## src/rtl/ram_dma_pkg.sv

```systemverilog
// Shared types and default sizes for the RAM64 block mover.
package ram_dma_pkg;
  localparam int DEF_WIDTH  = 16;
  localparam int DEF_ADDR_W = 6;

  typedef enum logic [1:0] {IDLE, READ, WRITE, FINISH} dma_state_t;
  typedef logic [DEF_ADDR_W-1:0] word_addr_t;
endpackage

```

## src/rtl/ram64_block_mover_if.sv

```systemverilog
// Word-memory port between the block mover (master) and the RAM (slave).
interface ram64_block_mover_if
  import ram_dma_pkg::*;
#(
  parameter int WIDTH  = DEF_WIDTH,
  parameter int ADDR_W = DEF_ADDR_W
);
  logic [ADDR_W-1:0] mem_address;
  logic [WIDTH-1:0]  mem_in;
  logic              mem_load;
  logic [WIDTH-1:0]  mem_out;

  modport master (output mem_address, mem_in, mem_load, input mem_out);
  modport slave  (input mem_address, mem_in, mem_load, output mem_out);
endinterface

```

## src/rtl/dma_addr_step.sv

```systemverilog
// Wrapping word pointer: parallel load, or step by one up or down.
module dma_addr_step #(
  parameter int ADDR_W = 6
) (
  input  logic              clk,
  input  logic              rst_n,
  input  logic              load,
  input  logic [ADDR_W-1:0] load_val,
  input  logic              step,
  input  logic              down,
  output logic [ADDR_W-1:0] ptr
);
  always_ff @(posedge clk or negedge rst_n) begin
    if (!rst_n)    ptr <= '0;
    else if (load) ptr <= load_val;
    else if (step) ptr <= down ? ptr - ADDR_W'(1) : ptr + ADDR_W'(1);
  end
endmodule

```

## src/rtl/ram64_block_mover.sv

```systemverilog
// memmove-style block copy inside one word memory: one READ then one WRITE cycle per word.
module ram64_block_mover
  import ram_dma_pkg::*;
#(
  parameter int WIDTH  = DEF_WIDTH,
  parameter int ADDR_W = DEF_ADDR_W
) (
  input  logic                clk,
  input  logic                rst_n,
  input  logic                start,
  input  logic [ADDR_W-1:0]   src,
  input  logic [ADDR_W-1:0]   dst,
  input  logic [ADDR_W:0]     len,
  output logic                busy,
  output logic                done,
  ram64_block_mover_if.master mem
);
  localparam logic [ADDR_W:0] DEPTH = (ADDR_W+1)'(1) << ADDR_W;

  dma_state_t        state, state_nxt;
  logic [ADDR_W:0]   len_c, remaining;
  logic [ADDR_W-1:0] diff, len_m1, rd_ptr, wr_ptr;
  logic              desc_now, dir_down, accept, step;
  logic [WIDTH-1:0]  data_q;

  assign len_c    = (len > DEPTH) ? DEPTH : len;
  assign diff     = dst - src;
  assign len_m1   = ADDR_W'(len_c - (ADDR_W+1)'(1));
  // Destination lands ahead of the source inside the block: copy from the top down.
  assign desc_now = (diff != '0) && ({1'b0, diff} < len_c);
  assign accept   = (state == IDLE) && start;
  assign step     = (state == WRITE);

  dma_addr_step #(.ADDR_W(ADDR_W)) u_rd (
    .clk, .rst_n, .load(accept), .load_val(desc_now ? src + len_m1 : src),
    .step, .down(dir_down), .ptr(rd_ptr)
  );

  dma_addr_step #(.ADDR_W(ADDR_W)) u_wr (
    .clk, .rst_n, .load(accept), .load_val(desc_now ? dst + len_m1 : dst),
    .step, .down(dir_down), .ptr(wr_ptr)
  );

  always_ff @(posedge clk or negedge rst_n) begin
    if (!rst_n) begin
      state     <= IDLE;
      remaining <= '0;
      data_q    <= '0;
      dir_down  <= 1'b0;
    end else begin
      state <= state_nxt;
      if (accept) begin
        remaining <= len_c;
        dir_down  <= desc_now;
      end else if (step) begin
        remaining <= remaining - (ADDR_W+1)'(1);
      end
      if (state == READ) data_q <= mem.mem_out;
    end
  end

  // Outputs decode the registered state only, so mem_load cannot glitch.
  always_comb begin
    state_nxt       = state;
    busy            = 1'b0;
    done            = 1'b0;
    mem.mem_address = '0;
    mem.mem_in      = '0;
    mem.mem_load    = 1'b0;
    case (state)
      IDLE:   if (start) state_nxt = (len_c == '0) ? FINISH : READ;
      READ: begin
        busy            = 1'b1;
        mem.mem_address = rd_ptr;
        state_nxt       = WRITE;
      end
      WRITE: begin
        busy            = 1'b1;
        mem.mem_address = wr_ptr;
        mem.mem_in      = data_q;
        mem.mem_load    = 1'b1;
        state_nxt       = (remaining == (ADDR_W+1)'(1)) ? FINISH : READ;
      end
      FINISH: begin
        done      = 1'b1;
        state_nxt = IDLE;
      end
      default: state_nxt = IDLE;
    endcase
  end
endmodule

```

## src/flat_wrapper.sv

```systemverilog
// flat-port wrapper written by rule: the top's interface ports become plain ports
module ram64_block_mover_flat import ram_dma_pkg::*;
#(
  parameter int WIDTH  = DEF_WIDTH,
  parameter int ADDR_W = DEF_ADDR_W
)
  (clk, rst_n, start, src, dst, len, busy, done, mem_mem_address, mem_mem_in, mem_mem_load, mem_mem_out);
  ram64_block_mover_if #(.WIDTH(WIDTH), .ADDR_W(ADDR_W)) mem_i ();
  input  logic clk;
  input  logic rst_n;
  input  logic start;
  input  logic [ADDR_W-1:0] src;
  input  logic [ADDR_W-1:0] dst;
  input  logic [ADDR_W:0] len;
  output logic busy;
  output logic done;
  output wire logic [$bits(mem_i.mem_address)-1:0] mem_mem_address;
  output wire logic [$bits(mem_i.mem_in)-1:0] mem_mem_in;
  output wire logic [$bits(mem_i.mem_load)-1:0] mem_mem_load;
  input wire logic [$bits(mem_i.mem_out)-1:0] mem_mem_out;
  assign mem_mem_address = mem_i.mem_address;
  assign mem_mem_in = mem_i.mem_in;
  assign mem_mem_load = mem_i.mem_load;
  assign mem_i.mem_out = mem_mem_out;
  ram64_block_mover #(.WIDTH(WIDTH), .ADDR_W(ADDR_W)) u_core (.clk(clk), .rst_n(rst_n), .start(start), .src(src), .dst(dst), .len(len), .busy(busy), .done(done), .mem(mem_i));
endmodule
```

## config.mk

```make
export PLATFORM = sky130hd
export DESIGN_NAME = ram64_block_mover_flat
export DESIGN_NICKNAME = d
export VERILOG_FILES = /design/src/rtl/ram_dma_pkg.sv /design/src/rtl/ram64_block_mover_if.sv /design/src/rtl/dma_addr_step.sv /design/src/rtl/ram64_block_mover.sv /design/src/flat_wrapper.sv
export SDC_FILE = /design/constraint.sdc
export NUM_CORES = 1
export LEC_CHECK = 0
export BUFFER_PORTS_ARGS = -buffer_cell sky130_fd_sc_hd__buf_2
export CAP_MARGIN = 5
export CORE_MARGIN = 4
export CORE_UTILIZATION = 63
export CTS_BUF_LIST = sky130_fd_sc_hd__clkbuf_8
export DETAILED_ROUTE_END_ITERATION = 8
export HOLD_SLACK_MARGIN = 0.02
export PLACE_DENSITY = 0.95
export SYNTH_ARGS = -nofsm -noshare
export SYNTH_HDL_FRONTEND = slang
export SYNTH_HIERARCHICAL = 1
export SYNTH_SLANG_ARGS = --single-unit
```

## constraint.sdc

```tcl
create_clock -name clk -period 3.7 [get_ports clk]
set_input_delay 0.185 -clock clk [delete_from_list [all_inputs] [get_ports clk]]
set_output_delay 0.185 -clock clk [all_outputs]
set_load 0.01 [all_outputs]
```

==> results.sh, run 1 <==
export IMPL_fin_crit_ps=2935
export IMPL_core_area_um2=5172
export IMPL_portBuffers=62
export IMPL_fmax_ghz=0.3407
export IMPL_reg2reg_setup_slack_ps=1270
export IMPL_io_pins=63
export IMPL_cts_tree="yes"
export IMPL_die_area_um2=6613
export IMPL_grt_overflow_total=0
export IMPL_period_share_pct=79.33
export IMPL_tightest_slew_ps=1004
export IMPL_drt_pass1_iter_count=4
export IMPL_clk_latency_ps=280
export IMPL_yosysUniqueCellTypes=53
export IMPL_drc=0
export IMPL_drtAntennaViolNets=0
export IMPL_diodes=0
export IMPL_final_setup_viol_count=0
export IMPL_endpoint_kind="register"
export IMPL_clockBufferDepth=2
export IMPL_async_flop_share_pct=100.0
export IMPL_syn2layout_area_growth_pct=13.00
export IMPL_syn_inst=349
export IMPL_intPower_mw=0.7105
export IMPL_start_util_pct=65.48
export IMPL_drive_gt1_share_pct=25.25
export IMPL_clkTransAtPathRegs_ps=70
export IMPL_power_leakage_nw=1.882
export IMPL_detail_route_wl_per_cell_um=15.74
export IMPL_yosys_register_bits=38
export IMPL_setup_tns_ps=0
export IMPL_synth_warnings=6
export IMPL_antenna_found_initial=0
export IMPL_grt_pass1_wl_mm=12.53
export IMPL_grt_pass1_vias=2771
export IMPL_worstSetupPathType="primary input to register"
export IMPL_globalplace_congestion=1.001
export IMPL_synthesis_area_um2=3387
export IMPL_met2WireLength_mm=3.689
export IMPL_swShare_pct=30.51
export IMPL_final_hold_violation_count=9
export IMPL_worst_setup_path_start_kind="primary input"
export IMPL_slew_limit_headroom_pct=33.06
export IMPL_synthFlopType="dfrtp_1"
export IMPL_crit_arrival_ps=3100
export IMPL_worstHoldPathType="primary input to async pin"
export IMPL_power_frac_seq_pct=41.9
export IMPL_p_clk_share_pct=25.7
export IMPL_outcome="complete, but fails checks"
export IMPL_fillerInstances=334
export IMPL_cts_setup_buffers=0
export IMPL_vias=2815
export IMPL_violations="hold timing"
export IMPL_die_h_um=81.32
export IMPL_vdd_drop_max_v=0.0001519
export IMPL_highest_layer="met4"
export IMPL_wl_met3_um=469
export IMPL_cts_sinks=38
export IMPL_viasPerCell=5.889
export IMPL_rr_worst_depth=8
export IMPL_layout_commonest_cell="buf_2"
export IMPL_fp_row_count=26
export IMPL_switchingPower_mw=0.3119
export IMPL_fin_util_pct=74.00
export IMPL_p_per_area_nw_per_um2=267.1
export IMPL_die_x_um=81.32
export IMPL_drv_slew=0
export IMPL_grt_setup_unrepaired="no"
export IMPL_worst_clock_skew_ps=6.500
export IMPL_dr_first_iter_drc_count=274
export IMPL_grt_usage_pct=23.93
export IMPL_cts_resized=0
export IMPL_crit_fanout=10
export IMPL_hold_slack_ps=-6.120
export IMPL_cts_max_level=2
export IMPL_wl_mm=7.522
export IMPL_nets=490
export IMPL_seq_area_frac_synth_pct=28.08
export IMPL_wl_met1_mm=3.205
export IMPL_ctsHoldBuffers=0
export IMPL_cts_buffers=5
export IMPL_synthesis_nets=431
export IMPL_clockRootBuffer="clkbuf_8"
export IMPL_synth_edf_count=0
export IMPL_syn_mean_instance_area_um2=9.705
export IMPL_dpl_hpwl_mm=5.765
export IMPL_grt_max_degree=48
export IMPL_final_cell_mix="buf_2, ha_1, dfrtp_1"
export IMPL_crit_required_ps=3860
export IMPL_maxCapViolCount=0
export IMPL_combPwrFrac_pct=32.4
==> layout make-up <==
class	count	area (um^2)	share of cell area [%]
Clock buffer	5	68.82	1.798
Multi-Input combinational cell	278	2310	60.35
Clock inverter	2	10.01	0.2615
Sequential cell	38	950.9	24.84
Timing Repair Buffer	63	317.8	8.303
Tap cell	70	87.58	2.288
Inverter	22	82.58	2.158
==> worst max-delay path: stages <==
cell      delay (ps)
buf_2            120
inv_1             50
ha_1             150
inv_1             50
fa_1             400
a21o_1           180
a21oi_1          250
xnor2_1          150
ha_1             260
a21oi_1          150
o21a_1           150
o22ai_2          150
nor2_8           260
mux2_4           320
a22oi_1          180
nand3b_1         100
==> metal layers <==
metal / global-route usage (%) / vias to the layer above
met4: 9.797 / 0
li1: - / 1349
met5: 0 / -
met1: 29.82 / 1344
met2: 41.04 / 102
met3: 3.769 / 20
==> worst paths after layout <==
path	start	to
max	dst[0]	u_core/u_wr/ptr[4]
min	rst_n	u_core/data_q[15]
max reg2reg	u_core/state[0]	u_core/u_rd/ptr[4]
min reg2reg	u_core/data_q[3]	u_core/data_q[3]
max in group asynchronous	rst_n	u_core/u_rd/ptr[2]
min in group clk	mem_mem_out[2]	u_core/data_q[2]
==> kinds of logic after synthesis <==
logic type,count (synthesis),share of synthesized area [%]
adders and majority gates,44,17.36
buffers and inverters,33,3.731
AOI/OAI and AO/OA,74,14.33
and+or+nand+nor,98,17.62
muxes,31,10.86
DFF,38,28.08
xor gates and xnor gates,31,8.016
==> registers in the layout, indices dropped and copies added, names as in the netlist <==
signal,cells
u_core/u_wr/ptr,6
u_core/dir_down,1
u_core/u_rd/ptr,6
u_core/remaining,7
u_core/state,2
u_core/data_q,16
==> power by group through the flow <==
stage	logic, mW	registers, mW	clock network (mW)
after CTS	0.329	0.428	0.270
after detailed placement	0.327	0.436	0
after global routing	0.366	0.429	0.294
after floorplan	0.243	0.435	0
final	0.332	0.428	0.263
after global placement	0.313	0.435	0
==> synth_stat cells, types with 8 or more instances <==
cell      count  area (um^2)
a21o_1        8        60.06
a21oi_1      18        90.09
a22oi_1      11        82.58
and2_1       17        106.4
dfrtp_1      38        950.9
ha_1         39        488.0
inv_1        22        82.58
mux2_2       17        191.4
nand2_1      17        63.81
nand2b_1      9        56.30
nand3_1       9        45.04
nor2_1       11        41.29
nor2b_1       8        50.05
o21ai_0      12        60.06
xnor2_1      17        148.9
xor2_1       14        122.6
==> stage by stage <==
stage / hold slack, ps / power, mW / area (um^2) / std cells / setup WS (ps)
6_report: -6.120 / 1.022 / 3827 / 478 / 764.9
5_1_grt: 58.99 / 1.089 / 3827 / 478 / 578.7
4_1_cts: 20.78 / 1.027 / 3827 / 478 / 794.1
3_5_place_dp: 333.5 / 0.7630 / 3749 / 471 / 501.4
3_3_place_gp: 321.7 / 0.7477 / 3749 / 471 / 562.4
2_1_floorplan: -110.6 / 0.6779 / 3387 / 349 / 818.3
No activity file was read; power rests on OpenSTA's default activity.
==> run 2: changes to the inputs <==
--- a/config.mk
+++ b/config.mk
@@ -5,14 +5,15 @@
 export SDC_FILE = /design/constraint.sdc
 export NUM_CORES = 1
 export LEC_CHECK = 0
+export ABC_AREA = 1
 export BUFFER_PORTS_ARGS = -buffer_cell sky130_fd_sc_hd__buf_2
 export CAP_MARGIN = 5
 export CORE_MARGIN = 4
-export CORE_UTILIZATION = 63
+export CORE_UTILIZATION = 58
 export CTS_BUF_LIST = sky130_fd_sc_hd__clkbuf_8
 export DETAILED_ROUTE_END_ITERATION = 8
 export HOLD_SLACK_MARGIN = 0.02
-export PLACE_DENSITY = 0.95
+export PLACE_DENSITY = 0.91
 export SYNTH_ARGS = -nofsm -noshare
 export SYNTH_HDL_FRONTEND = slang
 export SYNTH_HIERARCHICAL = 1
==> constraint.sdc (replaced) <==
create_clock -name clk -period 2.95 [get_ports clk]
set_input_delay 0.1475 -clock clk [delete_from_list [all_inputs] [get_ports clk]]
set_output_delay 0.1475 -clock clk [all_outputs]
set_load 0.01 [all_outputs]
==> results.sh, run 2 <==
export IMPL_outcome="complete, no violations"
export IMPL_clk_latency_ps=290
export IMPL_top_register="u_core/data_q"
export IMPL_synth_area_leader_cell="dfrtp_1"
export IMPL_synthesis_nets=540
export IMPL_dr_first_iter_drc_count=268
export IMPL_detail_route_wl_per_cell_um=14.25
export IMPL_synth_edf_count=0
export IMPL_drv_slew=0
export IMPL_synth_area_leaders="dfrtp_1, ha_1, nand2_1, inv_1, mux2_2"
export IMPL_cts_tree="yes"
export IMPL_tightest_slew_ps=841.1
export IMPL_seq_area_frac_synth_pct=27.58
export IMPL_clockBufferDepth=2
export IMPL_grt_pass1_vias=3263
export IMPL_dpl_hpwl_mm=6.783
export IMPL_clockRootBuffer="clkbuf_8"
export IMPL_drive_gt1_share_pct=20.75
export IMPL_setup_tns_ps=0
export IMPL_vias=3327
export IMPL_fp_row_count=27
export IMPL_crit_arrival_ps=2850
export IMPL_syn2layout_area_growth_pct=17.02
export IMPL_clkTransAtPathRegs_ps=70
export IMPL_synth_top_area_share_pct=27.58
export IMPL_worstSetupPathType="primary input to register"
export IMPL_final_setup_viol_count=0
export IMPL_min_path_cells=2
export IMPL_async_flop_share_pct=100.0
export IMPL_register_area_um2=950.9
export IMPL_yosys_register_bits=38
export IMPL_vdd_drop_max_v=0.0004562
export IMPL_die_area_um2=7243
export IMPL_cts_buffers=5
export IMPL_die_x_um=85.11
export IMPL_power_mw=3.667
export IMPL_yosysUniqueCellTypes=39
export IMPL_grt_pass1_wl_mm=14.61
export IMPL_layout_commonest_cell="nand2_1"
export IMPL_fillerInstances=440
export IMPL_reg2reg_setup_slack_ps=630
export IMPL_endpoint_kind="register"
export IMPL_rr_endpoint="u_core/remaining[3]"
export IMPL_final_cell_mix="nand2_1, inv_1, buf_2"
export IMPL_grt_overflow_total=0
export IMPL_dpl_cell_area_um2=3882
export IMPL_holdPathEnd="u_core/data_q[6]"
export IMPL_slew_limit_headroom_pct=43.93
export IMPL_start_util_pct=61.12
export IMPL_multiInputGateArea_um2=2181
export IMPL_grt_usage_pct=24.74
export IMPL_crit_fanout=6
export IMPL_portBuffers=62
export IMPL_antenna_found_initial=0
export IMPL_drt_pass1_iter_count=5
export IMPL_worst_clock_skew_ps=2.841
export IMPL_r2r_start="u_core/state[1]"
export IMPL_die_h_um=85.11
export IMPL_syn_mean_instance_area_um2=7.529
export IMPL_cts_setup_buffers=0
export IMPL_reg_largest_list="u_core/data_q (16), u_core/remaining (7)"
export IMPL_worstHoldPathType="primary input to register"
export IMPL_grt_setup_unrepaired="no"
export IMPL_cts_max_level=2
export IMPL_synthesis_area_um2=3448
export IMPL_hold_slack_ps=83.02
export IMPL_cts_sinks=38
export IMPL_wl_mm=8.581
export IMPL_maxCapViolCount=0
export IMPL_stdcell_area_um2=4035
export IMPL_grt_max_degree=39
export IMPL_worst_setup_path_start_kind="primary input"
export IMPL_synthFlopType="dfrtp_1"
export IMPL_synth_common_cells="nand2_1, inv_1, ha_1"
export IMPL_min_delay_start="mem_mem_out[6]"
export IMPL_nets=611
export IMPL_drtAntennaViolNets=0
export IMPL_io_pins=63
export IMPL_drc=0
export IMPL_fmax_ghz=0.3757
export IMPL_yosysMostFrequentCell="nand2_1"
export IMPL_syn_inst=458
export IMPL_fin_crit_ps=2662
export IMPL_p_per_area_nw_per_um2=908.7
export IMPL_crit_required_ps=3130
export IMPL_final_hold_violation_count=0
export IMPL_globalplace_congestion=0.8986
export IMPL_power_leakage_nw=2.274
export IMPL_diodes=0
export IMPL_core_area_um2=5642
export IMPL_period_share_pct=90.23
export IMPL_viasPerCell=5.527
export IMPL_synth_warnings=6
export IMPL_largest_register_ffs=16
export IMPL_rr_worst_depth=8
==> run 2: cell count changes in the layout (fill, tap and decap cells not counted), sizes merged, moves of 5 or more <==
cell / before / now
buf: 63 / 72
and2: 17 / 0
mux2: 25 / 16
nand3: 9 / 35
inv: 22 / 70
nor2b: 9 / 0
nand2b: 9 / 0
nand2: 17 / 131
nor3: 6 / 1
xnor2: 17 / 4
mux2i: 6 / 0
a21o: 9 / 1
nor2: 12 / 20
==> run 2: metrics by stage <==
| step | std cells | worst slack [ps] | utilization, % |
|---|---|---|---|
| floorplan | 458 | 465.3 | - |
| global placement | 593 | 173.6 | 68.82 |
| detailed placement | 593 | 8.860 | 68.82 |
| CTS | 602 | 309.9 | 71.52 |
| global route | 602 | 50.77 | 71.52 |
| finish | 602 | 288.3 | 71.52 |
==> run 2: how the worst max path moves through the flow <==
stage | from | cells past startpoint | endpoint
final | dst[0] | 21 | u_core/u_wr/ptr[5]
after global placement | dst[0] | 21 | u_core/u_wr/ptr[5]
after detailed placement | dst[0] | 21 | u_core/u_wr/ptr[5]
after global routing | dst[0] | 21 | u_core/u_wr/ptr[5]
after CTS | dst[0] | 21 | u_core/u_wr/ptr[5]
after floorplan | dst[0] | 20 | u_core/u_rd/ptr[5]
==> run 2: metal layers <==
layer	share of wire, %	track usage, %
met1	42	29.68
met2	49	44.07
met3	6.5	3.592
met4	2.9	10.07
met5	0	0
==> run 2: worst max-delay path: stages <==
cell and delay (ps):
buf_2 110, inv_1 90, ha_1 150, inv_1 70, fa_1 400, nand3_1 110
nand3b_1 80, nand2_1 100, inv_1 40, ha_1 290, a21oi_1 180, nor2_1 60
a21oi_1 120, nand2_1 160, nor2_4 150, buf_4 160, nand3_2 60, nand2_1 60
nand2_1 50, a22oi_1 180, nand2_1 70
==> run 2: final cells by class <==
type / count / share of cell area, %
well taps: 72 / 2.233
clock inverters: 2 / 1.488
clock buffers: 6 / 2.047
multi-input cells: 341 / 54.05
repair buffers: 73 / 10.11
flip-flops and latches: 38 / 23.57
inverters: 70 / 6.512
==> run 2: timing repair <==
| item | in CTS | in global routing |
|---|---|---|
| hold buffers | 1 | 0 |
| resized for setup | 0 | 0 |
| endpoints found under the hold margin | 38 | 0 |
==> run 2: power breakdown <==
group          total (mW)  leakage, nW  internal, mW  switching (mW)
Combinational        2.11         1.74         0.882            1.22
Sequential           1.01        0.462         0.781           0.227
Clock               0.553       0.0714         0.361           0.192
Total                3.67         2.27          2.02            1.64
==> run 2: cell families after synthesis <==
logic type,synth area share [%]
adder cells (fa/ha/maj),17.05
multiplexers,5.225
buffers and inverters,9.180
flip-flops,27.58
AND/OR/NAND/NOR,26.02
XOR/XNOR,3.810
AO/OA/AOI/OAI,11.14
